==> src/rtl/sprite_commit_ctrl.sv <==
// sprite_commit_ctrl: buffers CPU register writes for the sprite renderer and
// replays them only during vertical blanking, so each frame sees a complete
// scene update (no sprite tearing, no position skew between objects).
module sprite_commit_ctrl #(
    parameter int unsigned DEPTH       = 16,
    parameter int unsigned VACTIVE     = 480,
    parameter logic [8:0]  STATUS_ADDR = 9'h1FF
) (
    input  logic        clk,
    input  logic        reset_n,
    input  logic        chipselect,
    input  logic        write,
    input  logic        read,
    input  logic [8:0]  address,
    input  logic [31:0] writedata,
    output logic [31:0] readdata,
    output logic        waitrequest,
    input  logic [9:0]  vcount,
    output logic        reg_we,
    output logic [8:0]  reg_addr,
    output logic [31:0] reg_wdata,
    output logic        commit_done
);

    localparam int unsigned PtrW = (DEPTH > 1) ? $clog2(DEPTH) : 1;
    localparam int unsigned CntW = PtrW + 1;

    typedef enum logic [1:0] {
        StWait  = 2'd0,
        StDrain = 2'd1,
        StDone  = 2'd2
    } state_e;

    state_e          state_q;
    logic [CntW-1:0] count_q;
    logic [CntW-1:0] snap_q;
    logic [PtrW-1:0] wr_ptr_q;
    logic [PtrW-1:0] rd_ptr_q;
    logic [7:0]      frame_cnt_q;

    logic [8:0]      mem_addr [DEPTH];
    logic [31:0]     mem_data [DEPTH];

    logic            vbl;
    logic            vbl_d_q;
    logic            armed_q;
    logic            rise;
    logic            fall;
    logic            full;
    logic            push;
    logic            pop;
    logic [5:0]      count_field;
    logic [31:0]     status_word;

    // Blanking edge detection. armed_q stays low after reset until active
    // video is seen, so a reset released mid-blank does not start a drain.
    assign vbl  = 32'(vcount) >= VACTIVE;
    assign rise = vbl && !vbl_d_q && armed_q;
    assign fall = !vbl && vbl_d_q;

    // Avalon side: stall only a write that finds the FIFO full.
    assign full        = (count_q == CntW'(DEPTH));
    assign waitrequest = chipselect && write && full;
    assign push        = chipselect && write && !full && (address != STATUS_ADDR);

    // Pop only while this frame's snapshot still has entries and blank persists.
    assign pop = (state_q == StDrain) && !fall && (snap_q != '0);

    // Status word: count is zero-extended (or truncated) into a 6-bit field.
    assign count_field = 6'(count_q);
    assign status_word = {16'd0, frame_cnt_q, state_q, count_field};

    // Blank edge history and arming after reset.
    always_ff @(posedge clk or negedge reset_n) begin
        if (!reset_n) begin
            vbl_d_q <= 1'b0;
            armed_q <= 1'b0;
        end else begin
            vbl_d_q <= vbl;
            armed_q <= armed_q | !vbl;
        end
    end

    // FIFO pointers and occupancy; push and pop in one cycle leave count as is.
    always_ff @(posedge clk or negedge reset_n) begin
        if (!reset_n) begin
            wr_ptr_q <= '0;
            rd_ptr_q <= '0;
            count_q  <= '0;
        end else begin
            if (push) begin
                wr_ptr_q <= wr_ptr_q + PtrW'(1);
            end
            if (pop) begin
                rd_ptr_q <= rd_ptr_q + PtrW'(1);
            end
            if (push && !pop) begin
                count_q <= count_q + CntW'(1);
            end else if (!push && pop) begin
                count_q <= count_q - CntW'(1);
            end
        end
    end

    // FIFO storage; contents are don't-care until written, so no reset.
    always_ff @(posedge clk) begin
        if (push) begin
            mem_addr[wr_ptr_q] <= address;
            mem_data[wr_ptr_q] <= writedata;
        end
    end

    // Commit scheduler with registered renderer strobes and frame counter.
    always_ff @(posedge clk or negedge reset_n) begin
        if (!reset_n) begin
            state_q     <= StWait;
            snap_q      <= '0;
            reg_we      <= 1'b0;
            reg_addr    <= '0;
            reg_wdata   <= '0;
            commit_done <= 1'b0;
            frame_cnt_q <= '0;
        end else begin
            reg_we      <= 1'b0;
            commit_done <= 1'b0;
            unique case (state_q)
                StWait: begin
                    // Only entries present at blank start belong to this frame.
                    if (rise) begin
                        state_q <= StDrain;
                        snap_q  <= count_q;
                    end
                end
                StDrain: begin
                    if (snap_q != '0) begin
                        if (fall) begin
                            // Blank ended early: leftovers commit next frame.
                            state_q <= StWait;
                        end else begin
                            reg_we    <= 1'b1;
                            reg_addr  <= mem_addr[rd_ptr_q];
                            reg_wdata <= mem_data[rd_ptr_q];
                            snap_q    <= snap_q - CntW'(1);
                        end
                    end else begin
                        commit_done <= 1'b1;
                        frame_cnt_q <= frame_cnt_q + 8'd1;
                        state_q     <= fall ? StWait : StDone;
                    end
                end
                StDone: begin
                    if (fall) begin
                        state_q <= StWait;
                    end
                end
                default: begin
                    state_q <= StWait;
                end
            endcase
        end
    end

    // Read port, latency one; anything other than a status read returns zero.
    always_ff @(posedge clk or negedge reset_n) begin
        if (!reset_n) begin
            readdata <= '0;
        end else if (chipselect && read && (address == STATUS_ADDR)) begin
            readdata <= status_word;
        end else begin
            readdata <= '0;
        end
    end

endmodule

==> config.mk <==
export PLATFORM = sky130hd
export DESIGN_NAME = sprite_commit_ctrl
export DESIGN_NICKNAME = d
export VERILOG_FILES = /design/src/rtl/sprite_commit_ctrl.sv
export SDC_FILE = /design/constraint.sdc
export NUM_CORES = 1
export LEC_CHECK = 0
export BUFFER_PORTS_ARGS = -buffer_cell sky130_fd_sc_hd__buf_2
export CAP_MARGIN = 20
export CORE_ASPECT_RATIO = 1.1
export CORE_MARGIN = 2
export CORE_UTILIZATION = 45
export CTS_BUF_LIST = sky130_fd_sc_hd__clkbuf_16
export DETAILED_ROUTE_END_ITERATION = 7
export PLACE_DENSITY = 0.69
export REMOVE_ABC_BUFFERS = 1
export SLEW_MARGIN = 20
export SYNTH_ARGS = -nofsm -noshare
export SYNTH_HDL_FRONTEND = slang
export SYNTH_SLANG_ARGS = --single-unit
==> constraint.sdc <==
create_clock -name clk -period 6.67 [get_ports clk]
set_input_delay 0.667 -clock clk [delete_from_list [all_inputs] [get_ports clk]]
set_output_delay 0.667 -clock clk [all_outputs]
set_load 0.005 [all_outputs]
# [After elaboration in Yosys (flattened, before gate mapping)]
# Memories as Yosys holds them, arrays and structs flattened. A register that Yosys moved wholly into a read port is not among the register bits.
# Cells that the tools add are included.
[classes] bitwise=3 n_addsub=6 mux=19 eq_ne=8 magnitude_cmp=1 n_reduce_logical=28
[ops] cell="$mux W5" count=5
[ops] cell="$mux W16" count=1
[ops] cell="$logic_and A1 B1 Y1" count=13
[ops] cell="$ge A10 B9 Y1 const B" count=1
[ops] cell="$pmux W5 S2" count=1
[ops] cell="$sub A5 B1 Y5 const B" count=2
[ops] cell="$eq A9 B9 Y1 const B" count=1
[ops] cell="$ne A9 B9 Y1 const B" count=1
[ops] cell="$add A4 B1 Y4 const B" count=2
[ops] cell="$add A8 B1 Y8 const B" count=1
[ops] cell="$logic_not A1 Y1" count=8
[ops] cell="$mux W2" count=4
[ops] cell="$mux W1" count=7
[ops] cell="$pmux W2 S3" count=1
[ops] cell="$add A5 B1 Y5 const B" count=1
[ops] cell="$eq A5 B5 Y1 const B" count=1
[ops] cell="$reduce_bool A5 Y1" count=1
[ops] cell="$ne A2 B2 Y1 const B" count=2
[ops] cell="$reduce_and A4 Y1" count=1
[ops] cell="$reduce_bool A2 Y1" count=2
[ops] cell="$reduce_and A3 Y1" count=1
[ops] cell="$eq A2 B1 Y1 const B" count=1
[ops] cell="$eq A2 B2 Y1 const B" count=1
[ops] cell="$logic_not A2 Y1" count=1
[ops] cell="other kinds (4)" count=5
[totals] memories=2 ram_bits=656 out_inout_bits=76 regBits=48
[memory_table] memory="mem_data" depth=16 word_bits=32 read_ports=1 rd_ports_with_merged_regs=1 write_ports=1 line_no="42" source="logic [31:0] mem_data [DEPTH];"
[memory_table] memory="mem_addr" depth=16 word_bits=9 read_ports=1 rd_ports_with_merged_regs=1 write_ports=1 line_no="41" source="logic [8:0] mem_addr [DEPTH];"

# [Depth between registers and ports, before layout]
# Gate-level depths: netlist of run 1.
[depth] ltp_word=9 depth_mapped=13 mapped_depth_nobuf=12

# [Least setup slack after synthesis of run 1]
# OpenSTA, ideal clock, no wires.
[synth_timing] kind="input to register" from="in vcount[5]" to="reg count_q[4]" arrival_time_ps=2839 required_time_ps=6590 setup_time_ps=80 path_stages=11 n_path_buf=1 setup_slack_ps=3751 cell_sequence="a41oi_4 > a211oi_2 > clkbuf_1 > inv_2 > ha_1 > inv_1 > ha_1 > a21o_1 > a21oi_1 > mux2i_1 > xnor2_1"
[synth_between] elab_chain_cells=9 elab_cells_between_ends=11
[synth_rtl] element="start, declared" line_no="18" source="input logic [9:0] vcount,"
[synth_rtl] element="$ge A10 B9 Y1 *" line_no="57" source="assign vbl = 32'(vcount) >= VACTIVE;"
[synth_rtl] element="$logic_not A1 Y1 *" line_no="59" source="assign fall = !vbl && vbl_d_q;"
[synth_rtl] element="$logic_and A1 B1 Y1 *" line_no="59"
[synth_rtl] element="$logic_not A1 Y1 *" line_no="67" source="assign pop = (state_q == StDrain) && !fall && (snap_q != '0);"
[synth_rtl] element="$logic_and A1 B1 Y1 * (2 in series)" line_no="67"
[synth_rtl] element="$logic_not A1 Y1" line_no="97" source="if (push && !pop) begin"
[synth_rtl] element="$logic_and A1 B1 Y1" line_no="97"
[synth_rtl] element="$mux W5 or $reduce_bool A2 Y1 (tied branches)"
[synth_rtl] element="end signal, assigned" line_no="98" source="count_q <= count_q + CntW'(1);"
[synth_rtl] element="end signal, assigned" line_no="100" source="count_q <= count_q - CntW'(1);"
[synth_rtl] element="end, declared" line_no="35" source="logic [CntW-1:0] count_q;"
# Mark *: on every way between the ends. The rest lies on a longest branch, timed or not.
# A chain may end at the register's enable or synchronous reset.

# [Final worst setup path of run 1]
[layout_timing] from="reg count_q[0]" to="mem mem_data[1][21] (enable)"
[layout_between] elab_chain_cells=6
[layout_rtl] element="$eq A5 B5 Y1" line_no="62" source="assign full = (count_q == CntW'(DEPTH));"
[layout_rtl] element="$logic_not A1 Y1" line_no="64" source="assign push = chipselect && write && !full && (address != STATUS_ADDR);"
[layout_rtl] element="$logic_and A1 B1 Y1 (2 in series)" line_no="64"
[layout_rtl] element="$mux W1" line_no="107" source="if (push) begin"
[layout_rtl] element="$mux W1 (not written as such)" line_no="109" source="mem_data[wr_ptr_q] <= writedata;"
[layout_rtl] element="end, declared" line_no="42"
# No other way between the ends.

==> results by group, run 1 <==
Drt
  • Drt pass-1 iters: 5
  • DR vias/cell: 5.735
  • Final WL: 60.10 mm
  • Vias post-DR: 13529
  • DRC Markers: 0
  • Final ANT Viol Nets: 0
  • DR iter-0 viols: 1294
  • DR WL/cell: 25.48 µm

Setup path
  • CP arrival: 3450 ps
  • Crit-path max FO: 26
  • Slowest-stage cell, CP: and3_2
  • Max stage delay on crit path: 720 ps
  • CP startpoint kind: register
  • Buf/Inv on CP: 1
  • Worst-path cell chain: nor4_1 -> a21o_1 -> nor2_1 -> and3_2 -> buf_4
  • Nature of the critical path endpoint: register
  • Critical path class: reg2reg
  • CP required: 6910 ps
  • Delay-heaviest family, CP: simple AND/OR/NAND/NOR gates

GRT
  • Pin count of the biggest net entering global routing: 116
  • Met3 global-route usage: 3.618%
  • Met2 GRT Util: 31.06%
  • Met1 Track Usage GR: 25.04%
  • Antenna violations before repair: 5
  • First-pass GRT wire length: 89.05 mm
  • GRT busiest layer: met2
  • Vias in the first global route: 14013
  • GRT Resource Usage Total: 18.71%
  • Grt ovf: 0

Placement
  • Dpl cell area: 29840 µm²
  • I/O Buffers: 109
  • Post-DP HPWL: 29.96 mm
  • Gp weighted congestion: 0.7585
  • Placed insts: 2217

Logic synthesis
  • Cells after Synth: 1321
  • Synth cell types: 51
  • Synth Register Bits: 744
  • Yosys top cell by area: edfxtp_1
  • Dominant synthesized flop cell: edfxtp_1
  • Mapped Area: 28410 µm²
  • Cell with the most instances after synthesis: edfxtp_1
  • Ranking of synthesized cells by area: edfxtp_1 69%, mux4_2 13%, dfrtp_1 7.7%
  • Top cell type's share of synthesized area: 69.33%
  • Synth top cells by count: 656 x edfxtp_1, 164 x mux4_2, 88 x dfrtp_1, 82 x o22ai_1, 46 x a21oi_1
  • Asr flop ratio synth: 11.83%
  • Synth warnings: 0
  • EDFF count, synth: 656
  • Post-synthesis sequential area ratio: 77.08%
  • Syn_area_per_cell: 21.51 µm²

Timing
  • Final min period: 3206 ps
  • Final hold violations: 0
  • RSZ-0062 raised after global routing: false
  • Final Skew: 24.79 ps
  • Slew Limit Headroom: 36.32%
  • Max Slew Vio Count: 0
  • Final setup violating endpoints: 0
  • Post-route clock period utilization: 48.06%
  • Slew @ Worst Pin: 955.2 ps
  • Fmax achieved: 311.9 MHz

Clock network
  • Clock transition at path regs: 60 ps
  • CTS HTree Levels: 3
  • TritonCTS Buffers: 74
  • Maximum clock insertion buffer count: 3
  • CTS tree: yes
  • Setup Buffers After CTS: 0
  • Clock sink count: 744
  • Clock insertion delay at the later pin of the skew report: 620 ps
  • # resized after CTS: 0
  • Clock root buffer: clkbuf_16

Min path
  • Hold/Removal Path Class: in2reg

Die
  • Chip Height: 267.6 µm
  • Width of the die: 243.6 µm
  • Row count: 96
  • Die Area: 65170 µm²
  • I/O pin count: 132
  • Core box area: 62460 µm²
  • Starting Density: 45.49%

Layout
  • Layout cells sized above 1: 30.91%
  • Area Growth Syn to Fin: 13.39%
  • Post-layout nets: 1531
  • Design area: 32220 µm²
  • Fill cells: 4846
  • Layout Cells excl Fill: 2359

Power
  • Max VDD drop: 375.7 µV
  • Power, Total: 0.01307 W
  • Power per Cell Area: 405.7 nW/µm²
  • Leak: 10.69 nW

Run status
  • Outcome: complete, no violations

Flow run
  • Max-Cap Viols: 0
state kept, by name, summed over array words and instances, names as in the netlist:
name,cells
commit_done,1
frame_cnt_q,8
snap_q,5
readdata,15
reg_wdata,32
reg_addr,9
reg_we,1
state_q,2
armed_q,1
rd_ptr_q,4
mem_addr,144
vbl_d_q,1
count_q,5
mem_data,512
wr_ptr_q,4
what timing repair did:
action | CTS | global route
hold endpoints to repair | 0 | 13
setup endpoints to repair | 0 | 0
hold buffers | 0 | 1
worst register-to-register path, stage by stage (launching register included):
cell	delay (ps)
dfrtp_1	520
nor4_1	110
a21o_1	230
nor2_1	620
and3_2	720
buf_4	610
stage by stage:
stage / setup WS (ps) / hold WS [ps] / TNS, ps / utilization, %
floorplan: -1015 / 371.4 / -41140 / -
global placement: 3004 / 456.2 / 0 / 47.78
detailed placement: 2954 / 458.5 / 0 / 47.78
CTS: 3447 / 264.1 / 0 / 51.51
global route: 3278 / 362.0 / 0 / 51.58
finish: 3464 / 359.7 / 0 / 51.58
worst paths after layout:
kind / cells past startpoint / slack [ps] / start / endpoint
setup reg to reg: 5 / 3460 / count_q[0] / mem_data[1][21]
hold / removal: 3 / 360 / vcount[9] / vbl_d_q
hold reg to reg: 1 / 480 / frame_cnt_q[7] / frame_cnt_q[7]
setup / recovery: 5 / 3460 / count_q[0] / mem_data[1][21]
min in group asynchronous: 2 / 530 / reset_n / reg_wdata[1]
max in group asynchronous: 3 / 5320 / reset_n / reg_wdata[25]
cell type report:
class | count | area [µm²] | area share, %
tap | 833 | 1042 | 3.235
sequential | 744 | 21910 | 68.00
inverter | 12 | 45.04 | 0.1398
multi-input combinational | 493 | 6077 | 18.86
clock buffer | 77 | 1927 | 5.980
antenna | 2 | 5.005 | 0.01553
timing repair buffer | 137 | 809.5 | 2.513
clock inverter | 61 | 404.1 | 1.254
metal layers:
layer | wire, µm | share of wire, %
met2 | 29950 | 50
met3 | 4094 | 6.8
met5 | 45 | 0.075
met1 | 24620 | 41
met4 | 1389 | 2.3
cells in the final DEF, fill, tap and decap left out, types with 5 or more instances in the layout:
master | netlist | layout
inv_1 | 7 | 27
mux4_2 | 164 | 164
buf_2 | 18 | 108
nand2_1 | 14 | 14
nor2_1 | 8 | 8
conb_1 | 1 | 17
xnor2_1 | 13 | 13
and2_1 | 20 | 16
edfxtp_1 | 656 | 656
nand4_1 | 7 | 7
a21oi_1 | 46 | 46
o22ai_1 | 82 | 82
and3_2 | 0 | 12
clkinv_1 | 0 | 23
clkinv_2 | 0 | 7
dfrtp_1 | 88 | 85
clkbuf_16 | 0 | 77
inv_2 | 5 | 5
buf_4 | 23 | 24
mux2_2 | 42 | 42
ha_1 | 12 | 12
kinds of logic (layout without fill, tap and decap cells):
logic type      after synthesis  in the layout  share of synthesized area, %
buf+inv                     100            287                         1.916
simple gates                 86             86                         1.753
xor+xnor                     17             17                        0.5240
mux                         210            210                         14.81
fa+ha+maj                    13             13                        0.5988
flops                       744            744                         77.08
other cells                   1             19                       0.01320
compound gates              150            150                         3.307
power by group:
| group | internal [W] | switching, W |
|---|---|---|
| Combinational | 0.00160 | 0.00169 |
| Clock | 0.00225 | 0.00171 |
| Sequential | 0.00549 | 0.000327 |
(Power assumes the default switching activity.)
==> inputs of run 2 (changes only) <==
==> constraint.sdc (replaced) <==
create_clock -name clk -period 3.3 [get_ports clk]
set_input_delay 0.33 -clock clk [delete_from_list [all_inputs] [get_ports clk]]
set_output_delay 0.33 -clock clk [all_outputs]
set_load 0.005 [all_outputs]
==> run 2 against run 1 <==
Wire length rose by 1.1%. Combinational power grew 110%. Non-clock buffer count increased by 22. Via count is 0.18% higher. Hold slack got worse by 330 ps. Largest cell class unchanged.
==> results by group, run 2 (synthesis gave the netlist of run 1 again) <==
Run status
  • Outcome: complete, no violations

Power
  • Sw frac: 28.29% (-0.24 points)
  • Clk pwr share: 31.0% (+0.7 points)
  • Sequential Power Share: 43.2% (-1.3 points)
  • Max VDD drop: 497.9 µV (+33%)
  • Psw: 0.007654 W (+110%)
  • Power per Cell Area: 823.4 nW/µm² (+100%)
  • Leak: 10.93 nW (+2.2%)
  • Power, Total: 0.02705 W (+110%)
  • Combinational power share: 25.8% (+0.6 points)
  • Internal Power: 0.01940 W (+110%)

Layout
  • Most frequent cells in the layout: 656 x edfxtp_1, 164 x mux4_2, 108 x buf_2, 85 x dfrtp_1, 82 x o22ai_1
  • Largest registers: mem_data: 512 flops, mem_addr: 144 flops, reg_wdata: 32 flops
  • Biggest register: mem_data
  • Final Util: 52.60% (+1.0 points)
  • Fill cells: 4767 (-1.6%)
  • Layout cells sized above 1: 32.88% (+2.0 points)
  • Largest register FFs: 512 (unchanged)
  • Post-layout nets: 1553 (+1.4%)
  • Area Growth Syn to Fin: 15.63%
  • Most common cell after layout, fill and taps aside: edfxtp_1
  • Design area: 32860 µm² (+2.0%)

Timing
  • Final hold violations: 0 (unchanged)
  • Fmax achieved: 354.3 MHz (+14%)
  • Post-route clock period utilization: 85.52% (+37 points)
  • Final min period: 2822 ps (-383.5 ps)
  • Slew Limit Headroom: 23.99% (-12 points)
  • Final Skew: 15.65 ps (-9.145 ps)
  • RSZ-0062 raised after global routing: false
  • Slew @ Worst Pin: 1140 ps (+184.9 ps)
  • Final setup violating endpoints: 0 (unchanged)
  • Max Slew Vio Count: 0 (unchanged)
  • Setup WS post-layout: 477.7 ps (-2986 ps)
  • Setup TNS Final: 0 ps (unchanged)

GRT
  • Antenna violations before repair: 5 (unchanged)
  • Pin count of the biggest net entering global routing: 88 (-24%)
  • Grt ovf: 0 (unchanged)
  • Vias in the first global route: 14229 (+1.5%)
  • First-pass GRT wire length: 90.59 mm (+1.7%)
  • GRT Resource Usage Total: 18.98% (+0.27 points)

Min path
  • Hold/Removal Path Class: in2reg

Placement
  • Gp weighted congestion: 0.7831 (+3.2%)
  • Dpl cell area: 30400 µm² (+1.9%)
  • I/O Buffers: 109 (unchanged)
  • Post-DP HPWL: 33.00 mm (+10%)
  • Pre-CTS setup slack: 521.4 ps (-2433 ps)

Setup path
  • Nature of the critical path endpoint: register
  • CP arrival: 3360 ps (-90 ps)
  • CP required: 3840 ps (-3070 ps)
  • Slowest-stage cell, CP: nor4b_2
  • Crit-path max FO: 5 (-81%)
  • CP startpoint kind: register
  • Critical path class: reg2reg
  • Max stage delay on crit path: 550 ps (-170 ps)
  • Worst-path cell chain: inv_1 -> ha_1 -> nor4b_2 -> a211oi_4 -> inv_2 -> ha_1 -> inv_1 -> fa_1 -> a21o_1 -> a21oi_1 -> mux2i_1 -> xnor2_1

Die
  • Row count: 96 (unchanged)
  • I/O pin count: 132 (unchanged)
  • Starting Density: 45.49% (unchanged)
  • Chip Height: 267.6 µm (unchanged)
  • Die Area: 65170 µm² (unchanged)
  • Width of the die: 243.6 µm (unchanged)
  • Core box area: 62460 µm² (unchanged)

Clock network
  • Clock root buffer: clkbuf_16
  • TritonCTS Buffers: 74 (unchanged)
  • CTS tree: yes
  • # resized after CTS: 0 (unchanged)
  • Setup Buffers After CTS: 0 (unchanged)
  • CTS HTree Levels: 3 (unchanged)
  • Maximum clock insertion buffer count: 3 (unchanged)
  • Clock insertion delay at the later pin of the skew report: 620 ps (about the same)
  • Clock transition at path regs: 60 ps (about the same)
  • Clock sink count: 744 (unchanged)

Drt
  • Final ANT Viol Nets: 0 (unchanged)
  • DRC Markers: 0 (unchanged)
  • Vias post-DR: 13553 (+0.18%)
  • DR WL/cell: 25.54 µm (+0.24%)
  • DR iter-0 viols: 1123 (-13%)
  • DR vias/cell: 5.697 (-0.66%)
  • Drt pass-1 iters: 6 (+1)
  • Final WL: 60.76 mm (+1.1%)

Flow run
  • Max-Cap Viols: 0 (unchanged)
[run 2: cell types whose count changed in the layout (fill, tap and decap cells not counted), sizes merged]
cell	change
clkinvlp	+3
bufinv	+6
buf	+22
diode	-1
inv	-7
clkbuf	-3
[run 2: power groups by stage]
stage                     Combinational, W  Clock, W  Sequential (W)
after global routing               0.00755   0.00891          0.0118
after CTS                          0.00709   0.00854          0.0117
after global placement             0.00693         0          0.0118
after detailed placement           0.00706         0          0.0119
after floorplan                    0.00416         0          0.0122
final                              0.00698   0.00839          0.0117
[run 2: metrics by stage]
stage / std cells / hold slack (ps)
after global placement: 2240 / 456.2
after detailed placement: 2240 / 459.8
after floorplan: 1249 / 34.41
after global routing: 2379 / 41.56
final: 2379 / 27.55
after CTS: 2378 / 3.606
[run 2: path summary, 6_finish.rpt]
check                          startpoint              to  slack (ps)  cells after the start
max reg2reg                     snap_q[0]      count_q[4]         480                     12
max                             snap_q[0]      count_q[4]         480                     12
min reg2reg                frame_cnt_q[7]  frame_cnt_q[7]         470                      1
max in group asynchronous         reset_n   reg_wdata[21]        2130                      3
min                             vcount[9]         vbl_d_q          30                      3
min in group asynchronous         reset_n     reg_addr[0]         430                      2
[run 2: cell type report]
| cell class | instances | area, µm² | area share [%] |
|---|---|---|---|
| timing repair buffer | 159 | 1339 | 4.075 |
| tap | 833 | 1042 | 3.172 |
| clock buffer | 74 | 1852 | 5.636 |
| sequential | 744 | 21910 | 66.69 |
| clock inverter | 63 | 588.1 | 1.790 |
| multi-input combinational | 493 | 6077 | 18.50 |
| antenna | 1 | 2.502 | 0.007616 |
| inverter | 12 | 45.04 | 0.1371 |
[run 2: what timing repair did]
item / in CTS / in global routing
endpoints found under the setup margin: 0 / 0
endpoints found under the hold margin: 48 / 0
hold buffers: 1 / 0
[run 2: critical path, delay by kind of cell (launching register included)]
kind                     cells  cell delay, ps
AO/OA/AOI/OAI                3             430
XOR/XNOR                     1             130
adder cells (fa/ha/maj)      3             740
buffers and inverters        3             270
flip-flops                   1             390
multiplexers                 1             230
AND/OR/NAND/NOR              1             550
[run 2: metal layers]
metal	vias up	track usage (%)	part of all wire (%)
li1	5800	-	-
met1	7162	25.74	41
met2	510	30.94	50
met3	73	4.409	8.0
met4	8	5.636	1.6
met5	-	0	0.082
==> inputs of run 3 (changes only) <==
==> constraint.sdc (replaced) <==
create_clock -name clk -period 3.3 [get_ports clk]
set_input_delay 0.495 -clock clk [delete_from_list [all_inputs] [get_ports clk]]
set_output_delay 0.495 -clock clk [all_outputs]
set_load 0.005 [all_outputs]
==> run 3 against run 2 <==
Register-to-register slack worse by 40 ps. Via count is 0.49% higher. Critical endpoint unchanged. Global-route usage up 0.093 points. Critical path type unchanged. Clock skew increased by 9.6 ps. Largest cell class unchanged.
==> results by group, run 3 (synthesis gave the netlist of run 1 again) <==
GRT
  • GRT Resource Usage Total: 19.08% (+0.093 points)
  • Grt ovf: 0 (unchanged)
  • Vias in the first global route: 14412 (+1.3%)
  • Pin count of the biggest net entering global routing: 88 (unchanged)
  • First-pass GRT wire length: 91.00 mm (+0.45%)
  • Antenna violations before repair: 6 (+1)

Power
  • Psw: 0.007584 W (-0.91%)
  • Leak: 10.91 nW (-0.15%)
  • Combinational power share: 26.0% (+0.2 points)
  • Power per Cell Area: 815.8 nW/µm² (-0.92%)
  • Sequential Power Share: 43.9% (+0.7 points)
  • Sw frac: 28.37% (+0.078 points)
  • Clk pwr share: 30.0% (-1.0 points)
  • Internal Power: 0.01915 W (-1.3%)
  • Max VDD drop: 568.9 µV (+14%)

Placement
  • Gp weighted congestion: 0.7748 (-1.1%)
  • I/O Buffers: 109 (unchanged)
  • Dpl cell area: 30430 µm² (about the same)
  • Post-DP HPWL: 33.92 mm (+2.8%)

Setup path
  • Slowest-stage cell, CP: nor4b_2
  • Internal reg-to-reg setup slack: 440 ps (-40 ps)
  • CP arrival: 3380 ps (+20 ps)
  • Nature of the critical path endpoint: register
  • Reg2reg start: snap_q[0]
  • Max stage delay on crit path: 530 ps (-20 ps)
  • Critical path class: reg2reg
  • Reg2Reg Depth: 12 (unchanged)
  • CP startpoint kind: register
  • Worst-path cell chain: inv_1 -> ha_1 -> nor4b_2 -> a211oi_4 -> inv_2 -> ha_1 -> inv_1 -> fa_1 -> a21o_1 -> a21oi_1 -> mux2i_1 -> xnor2_1
  • Crit-path max FO: 5 (unchanged)
  • CP required: 3820 ps (-20 ps)
  • RR Endpoint: count_q[4]

Drt
  • Drt pass-1 iters: 5 (-1)
  • Vias post-DR: 13620 (+0.49%)
  • Final WL: 60.64 mm (-0.19%)
  • DR vias/cell: 5.708 (+0.20%)
  • DR WL/cell: 25.41 µm (-0.48%)
  • DRC Markers: 0 (unchanged)
  • DR iter-0 viols: 1266 (+13%)
  • Final ANT Viol Nets: 0 (unchanged)

Die
  • Core box area: 62460 µm² (unchanged)
  • I/O pin count: 132 (unchanged)
  • Die Area: 65170 µm² (unchanged)
  • Row count: 96 (unchanged)
  • Width of the die: 243.6 µm (unchanged)
  • Starting Density: 45.49% (unchanged)
  • Chip Height: 267.6 µm (unchanged)

Layout
  • Final Util: 52.47% (-0.14 points)
  • Most common cell after layout, fill and taps aside: edfxtp_1
  • Multi-input logic area: 6077 µm² (unchanged)
  • Fill cells: 4844 (+1.6%)
  • Largest register FFs: 512 (unchanged)
  • Largest registers: mem_data: 512 flops, mem_addr: 144 flops, reg_wdata: 32 flops
  • Area Growth Syn to Fin: 15.33%
  • Most frequent cells in the layout: 656 x edfxtp_1, 164 x mux4_2, 108 x buf_2, 85 x dfrtp_1, 82 x o22ai_1
  • Area occupied by registers: 21910 µm² (unchanged)
  • Post-layout nets: 1561 (+0.52%)
  • Layout cells sized above 1: 32.73% (-0.15 points)
  • Design area: 32770 µm² (-0.26%)
  • Biggest register: mem_data

Timing
  • Final hold slack: 194.2 ps (+166.7 ps)
  • RSZ-0062 raised after global routing: false
  • Post-route clock period utilization: 86.59% (+1.1 points)
  • Slew @ Worst Pin: 856.3 ps (-283.9 ps)
  • Max Slew Vio Count: 0 (unchanged)
  • Fmax achieved: 350.0 MHz (-1.2%)
  • Final hold violations: 0 (unchanged)
  • Slew Limit Headroom: 42.91% (+19 points)
  • Final Skew: 25.26 ps (+9.610 ps)
  • Final setup violating endpoints: 0 (unchanged)
  • Final min period: 2857 ps (+35.05 ps)

Clock network
  • TritonCTS Buffers: 75 (+1.4%)
  • CTS HTree Levels: 3 (unchanged)
  • Clock root buffer: clkbuf_16
  • Clock sink count: 744 (unchanged)
  • Clock transition at path regs: 60 ps (about the same)
  • Setup Buffers After CTS: 0 (unchanged)
  • Maximum clock insertion buffer count: 3 (unchanged)
  • CTS tree: yes
  • Clock insertion delay at the later pin of the skew report: 600 ps (-20 ps)
  • # resized after CTS: 0 (unchanged)

Min path
  • Worst Hold End: vbl_d_q
  • Hold path start: vcount[9]
  • Hold path depth: 3 (unchanged)
  • Hold/Removal Path Class: in2reg

Flow run
  • Max-Cap Viols: 0 (unchanged)

Run status
  • Outcome: complete, no violations
[run 3: cell types whose count changed in the layout (fill, tap and decap cells not counted), sizes merged]
| cell | previous run | this run |
|---|---|---|
| buf | 158 | 165 |
| bufinv | 10 | 5 |
| clkbuf | 74 | 77 |
| clkinv | 33 | 36 |
| clkinvlp | 3 | 0 |
| diode | 1 | 4 |
| inv | 29 | 28 |
[run 3: power groups by stage]
stage	Sequential (W)	Clock [W]	Combinational (W)
final	0.0117	0.00803	0.00696
after global routing	0.0118	0.00858	0.00755
after CTS	0.0118	0.00819	0.00707
after detailed placement	0.0120	0	0.00704
after global placement	0.0119	0	0.00692
after floorplan	0.0122	0	0.00416
[run 3: worst max-delay path by stage]
stage | depth (start not counted) | slack [ps] | endpoint | start
2_1_floorplan | 4 | -4390 | reg_wdata[2] | rd_ptr_q[2]
3_3_place_gp | 11 | 450 | count_q[4] | address[1]
3_5_place_dp | 11 | 350 | count_q[4] | address[1]
4_1_cts | 12 | 460 | count_q[4] | snap_q[0]
5_1_grt | 12 | 260 | count_q[4] | snap_q[1]
6_report | 12 | 440 | count_q[4] | snap_q[0]
[run 3: final cells by class]
class | instances | share of cell area (%)
sequential | 744 | 66.86
multi-input combinational | 493 | 18.54
clock buffer | 77 | 5.880
timing repair buffer | 166 | 4.181
tap | 833 | 3.180
clock inverter | 57 | 1.187
inverter | 12 | 0.1375
antenna | 4 | 0.03054
[run 3: per-stage QoR]
stage / instances / setup TNS [ps] / power (W) / setup WS [ps]
2_1_floorplan: 1249 / -193650 / 0.01633 / -4385
3_3_place_gp: 2247 / 0 / 0.01883 / 449.6
3_5_place_dp: 2247 / 0 / 0.01899 / 354.5
4_1_cts: 2382 / 0 / 0.02703 / 464.7
5_1_grt: 2384 / 0 / 0.02796 / 260.0
6_report: 2386 / 0 / 0.02673 / 442.7
[run 3: critical path, delay by kind of cell (launching register included)]
family	cells	cell delay, ps
AOI/OAI and AO/OA	3	450
xor gates and xnor gates	1	140
adders and majority gates	3	740
buffers and inverters	3	280
DFF	1	390
muxes	1	240
and+or+nand+nor	1	530
[run 3: routing by layer]
layer  track usage [%]  up-vias  part of all wire, %
met3             3.578       96                  6.5
met5                 0        -                0.096
met4             6.312        8                  2.2
met2             32.55      442                   51
met1             24.86     7257                   40
li1                  -     5817                    -
[run 3: timing repair]
action | in CTS | in global routing
hold buffers | 1 | 0
setup endpoints to repair | 0 | 0
endpoints found under the hold margin | 48 | 0
